--- src/rtl/cache_control.sv ---
// Sequencing FSM for the direct-mapped write-back cache: hit check, victim write-back,
// line allocation and recheck, plus saturating hit/miss/write-back counters.
module cache_control #(
  parameter int CNT_W = 32
) (
  input  logic             clk,
  input  logic             rst,
  input  logic             mem_read,
  input  logic             mem_write,
  output logic             mem_resp,
  output logic             pmem_read,
  output logic             pmem_write,
  input  logic             pmem_resp,
  input  logic             hit,
  input  logic             dirty_out,
  output logic             tag_load,
  output logic             valid_load,
  output logic             dirty_load,
  output logic             dirty_in,
  output logic [1:0]       writing,
  output logic [CNT_W-1:0] hit_count,
  output logic [CNT_W-1:0] miss_count,
  output logic [CNT_W-1:0] wb_count
);

  typedef enum logic [2:0] {
    IDLE      = 3'd0,
    CHECK     = 3'd1,
    WRITEBACK = 3'd2,
    ALLOCATE  = 3'd3,
    RECHECK   = 3'd4
  } state_t;

  localparam logic [CNT_W-1:0] CNT_MAX = '1;

  state_t state_reg, state_next;
  logic   hit_inc, miss_inc, wb_inc;
  logic   req;

  // A simultaneous read and write is serviced as a write.
  assign req = mem_read | mem_write;

  always_ff @(posedge clk or posedge rst) begin
    if (rst) state_reg <= IDLE;
    else     state_reg <= state_next;
  end

  always_comb begin
    state_next = state_reg;
    mem_resp   = 1'b0;
    pmem_read  = 1'b0;
    pmem_write = 1'b0;
    tag_load   = 1'b0;
    valid_load = 1'b0;
    dirty_load = 1'b0;
    dirty_in   = 1'b0;
    writing    = 2'b10;
    hit_inc    = 1'b0;
    miss_inc   = 1'b0;
    wb_inc     = 1'b0;
    case (state_reg)
      IDLE: begin
        if (req) state_next = CHECK;
      end
      CHECK, RECHECK: begin
        // An abandoned request is only possible after a miss; drop it quietly.
        if (state_reg == RECHECK && !req) begin
          state_next = IDLE;
        end else if (hit) begin
          mem_resp   = 1'b1;
          hit_inc    = (state_reg == CHECK);
          state_next = IDLE;
          if (mem_write) begin
            writing    = 2'b01;
            dirty_load = 1'b1;
            dirty_in   = 1'b1;
          end
        end else begin
          miss_inc   = (state_reg == CHECK);
          state_next = dirty_out ? WRITEBACK : ALLOCATE;
        end
      end
      WRITEBACK: begin
        pmem_write = 1'b1;
        if (pmem_resp) begin
          dirty_load = 1'b1;
          wb_inc     = 1'b1;
          state_next = ALLOCATE;
        end
      end
      ALLOCATE: begin
        pmem_read = 1'b1;
        if (pmem_resp) begin
          writing    = 2'b00;
          tag_load   = 1'b1;
          valid_load = 1'b1;
          dirty_load = 1'b1;
          state_next = RECHECK;
        end
      end
      default: state_next = IDLE;
    endcase
  end

  // Counters stick at all-ones rather than wrapping.
  always_ff @(posedge clk or posedge rst) begin
    if (rst) begin
      hit_count  <= '0;
      miss_count <= '0;
      wb_count   <= '0;
    end else begin
      if (hit_inc && hit_count != CNT_MAX)   hit_count  <= hit_count + 1'b1;
      if (miss_inc && miss_count != CNT_MAX) miss_count <= miss_count + 1'b1;
      if (wb_inc && wb_count != CNT_MAX)     wb_count   <= wb_count + 1'b1;
    end
  end

endmodule

--- config.mk ---
export PLATFORM = sky130hd
export DESIGN_NAME = cache_control
export DESIGN_NICKNAME = d
export VERILOG_FILES = /design/src/rtl/cache_control.sv
export SDC_FILE = /design/constraint.sdc
export NUM_CORES = 1
export LEC_CHECK = 0
export CORE_ASPECT_RATIO = 1.5
export CORE_MARGIN = 3
export CORE_UTILIZATION = 50
export DETAILED_ROUTE_END_ITERATION = 6
export PLACE_DENSITY = 0.89
export SYNTH_ARGS = -nofsm -noshare
export SYNTH_HDL_FRONTEND = slang
export SYNTH_SLANG_ARGS = --single-unit
--- constraint.sdc ---
create_clock -name clk -period 9.2 [get_ports clk]
set_clock_uncertainty 0.2 [all_clocks]
set_input_delay 1.84 -clock clk [delete_from_list [all_inputs] [get_ports clk]]
set_output_delay 1.84 -clock clk [all_outputs]
set_load 0.01 [all_outputs]
==> run_results.csv <==
group,metric,value,unit
floorplan,die_w,87.3,um
clocking,cts.clk_slew.worst_paths,60,ps
worst_setup_path,r2r_cells,5,
floorplan,die_h,128,um
clocking,cts_inserted_buffers,9,
clocking,clock-sinks,99,
worst_hold_path,hold_depth,1,
placement,routabilityCongestion,0.837,
worst_setup_path,startpoint_type,"primary input",
global_routing,grt_max_degree,60,
floorplan,core,0.00947,sq mm
global_routing,antenna_found_initial,0,
synthesis,synth_seq_cells,99,
clocking,post-cts-setup-buffers,0,
power_and_ir_drop,powerDensity,178,mW/mm^2
routing,wl_per_cell,16.7,um
worst_setup_path,required,7160,ps
synthesis,synthesis.nets,481,
synthesis,ys_types,46,
worst_hold_path,min_path_type,"reg -> reg",
synthesis,ys_seq_area_frac,0.500,
synthesis,yosysMostFrequentCell,"dfrtp_1",
timing,worst_slew_pin_slew,857,ps
routing,drt_iter0_drc,235,
clocking,post_cts_resized,0,
synthesis,synthesis.area,0.00495,sq mm
layout,n_antenna_cell,0,
routing,wl_met3,648,um
synthesis,synth_area_leaders,"dfrtp_1, xnor2_1, xor2_1",
clocking,ctsRootBufferMaster,"clkbuf_16",
routing,drcViolationCount,0,
synthesis,synth_edf_count,0,
routing,routed_wl,11700,um
power_and_ir_drop,vdd_drop_max,0.000132,V
global_routing,grt_pass1_wl,19200,um
routing,wl_met2,6160,um
global_routing,grt_usage,0.217,
synthesis,syn_inst,471,
synthesis,yosysTopAreaCell,"dfrtp_1",
timing,post-route-period-util,0.619,
layout,drive_gt1_frac,0.0576,
routing,vias,4148,
placement,io_buffers,111,
layout,reg.largest.list,"hit_count (32), miss_count (32), wb_count (32)",
clocking,cts_buffer_depth,2,
global_routing,grt_pass1_vias,3976,
routing,first_pass_iters,5,
job,drv_cap,0,
worst_setup_path,cp_data_arrival_time,3650,ps
worst_setup_path,critPathCaptureType,"output port",
timing,final_max_slew_viol_count,0,
floorplan,rows,43,
timing,setup-violations-final,0,
worst_setup_path,reg2reg_from,"wb_count[0]$_DFFE_PP0P_",
routing,routed.top_layer,"met4",
worst_setup_path,r2r-end,"wb_count[1]$_DFFE_PP0P_",
routing,vias_per_cell,5.91,
timing,max_freq,176,MHz
synthesis,avgSynthCellArea,10.5,sq um
synthesis,ys_dominant_reg_cell,"dfrtp_1",
clocking,cts_tree,"yes",
placement,dp_hpwl,8580,um
floorplan,die_area,0.0112,sq mm
synthesis,synth_commonest_cells,"dfrtp_1, xnor2_1, xor2_1",
worst_setup_path,ff2ff_setup_slack,6590,ps
clocking,cts_hold_buf,0,
worst_setup_path,critPathKind,"in -> out",
status,outcome,"finished clean",
floorplan,io_pins,112,
worst_hold_path,hold_end,"wb_count[27]$_DFFE_PP0P_",
layout,final_nets,596,
timing,layout_min_cycle_time,5690,ps
clocking,h-tree-depth,3,
synthesis,synthArstFlopShare,1.00,
routing,postRouteAntennaNets,0,
clocking,clk_latency,340,ps
layout,final_core_util,0.682,
synthesis,synth_top_area_frac,0.500,
worst_hold_path,hp-start,"wb_count[27]$_DFFE_PP0P_",
worst_setup_path,crit_fanout,7,
timing,tns,0,ps
timing,hold_violations,0,
layout,syn2layout_area_growth,30.4,%
routing,wl_met1,4610,um
timing,rsz0062_at_grt,"no",
global_routing,gr-total-overflow,0,
synthesis,ys_warn_count,0,
floorplan,initial_core_util,0.523,
timing,slew_headroom,0.424,
power_and_ir_drop,p_leak,2.79,nW
## kinds of logic after synthesis
group,count (synthesis),share of synthesized area
AOI/OAI and AO/OA,20,0.0316
xor gates and xnor gates,89,0.157
adders and majority gates,3,0.00758
buffers and inverters,17,0.0172
DFF,99,0.500
muxes,4,0.00884
and+or+nand+nor,239,0.277
## final cells by class
cell class	count	area, sq um
inverters	9	36.3
clock buffers	13	260
multi-input cells	355	2390
well taps	112	140
flip-flops and latches	99	2480
repair buffers	112	1120
fillers	722	3010
clock inverters	2	35.0
## through the flow
step | hold slack (ps) | total power, mW | area (sq um) | setup WS, ps | std cells
floorplan | 315 | 0.665 | 4950 | 4570 | 471
global placement | 271 | 0.773 | 6160 | 3540 | 687
detailed placement | 283 | 0.784 | 6160 | 3480 | 687
CTS | 295 | 1.16 | 6460 | 3490 | 702
global route | 315 | 1.20 | 6460 | 3330 | 702
finish | 289 | 1.15 | 6460 | 3510 | 702
## power by group
part | switching, mW | internal [mW] | total, mW | leakage (nW)
clock network | 0.151 | 0.224 | 0.374 | 0.146
registers | 0.0624 | 0.469 | 0.532 | 1.33
logic | 0.119 | 0.125 | 0.244 | 1.31
total | 0.332 | 0.818 | 1.15 | 2.79
## metal layers
metal / vias to the layer above / global-route usage
met3: 26 / 0.0566
met2: 146 / 0.369
met1: 2047 / 0.261
met4: 0 / 0.0795
met5: - / 0
li1: 1929 / -
## critical path, stage by stage
cell and delay [ps]:
clkdlybuf4s50_1 620, nand2b_1 150, nor3b_1 310, o21bai_1 170, clkdlybuf4s50_1 560
## cell usage in the layout (no fill, tap or decap), types with 4 or more instances in the layout
cell type and instances:
nand4_1 27, nor3b_1 5, clkbuf_16 9, nand3_1 37, a21oi_1 5, xor2_1 44
xnor2_1 45, clkdlybuf4s50_1 111, and3_1 9, and4_1 15, nor2_1 28, inv_1 8
dfrtp_1 99, and2_1 4, nor4_1 13, nand2_1 41, or3_1 4, a31oi_1 4
nor3_1 29, or2_2 4
## how the worst max path moves through the flow
stage	depth (start not counted)	slack, ps	from	end
4_1_cts	5	3490	hit	dirty_load
2_1_floorplan	1	4570	rst	hit_count[0]$_DFFE_PP0P_
3_3_place_gp	5	3540	hit	dirty_load
5_1_grt	5	3330	hit	dirty_load
6_report	5	3510	hit	dirty_load
3_5_place_dp	5	3480	hit	dirty_load
Power figures use the tool's default switching activity.
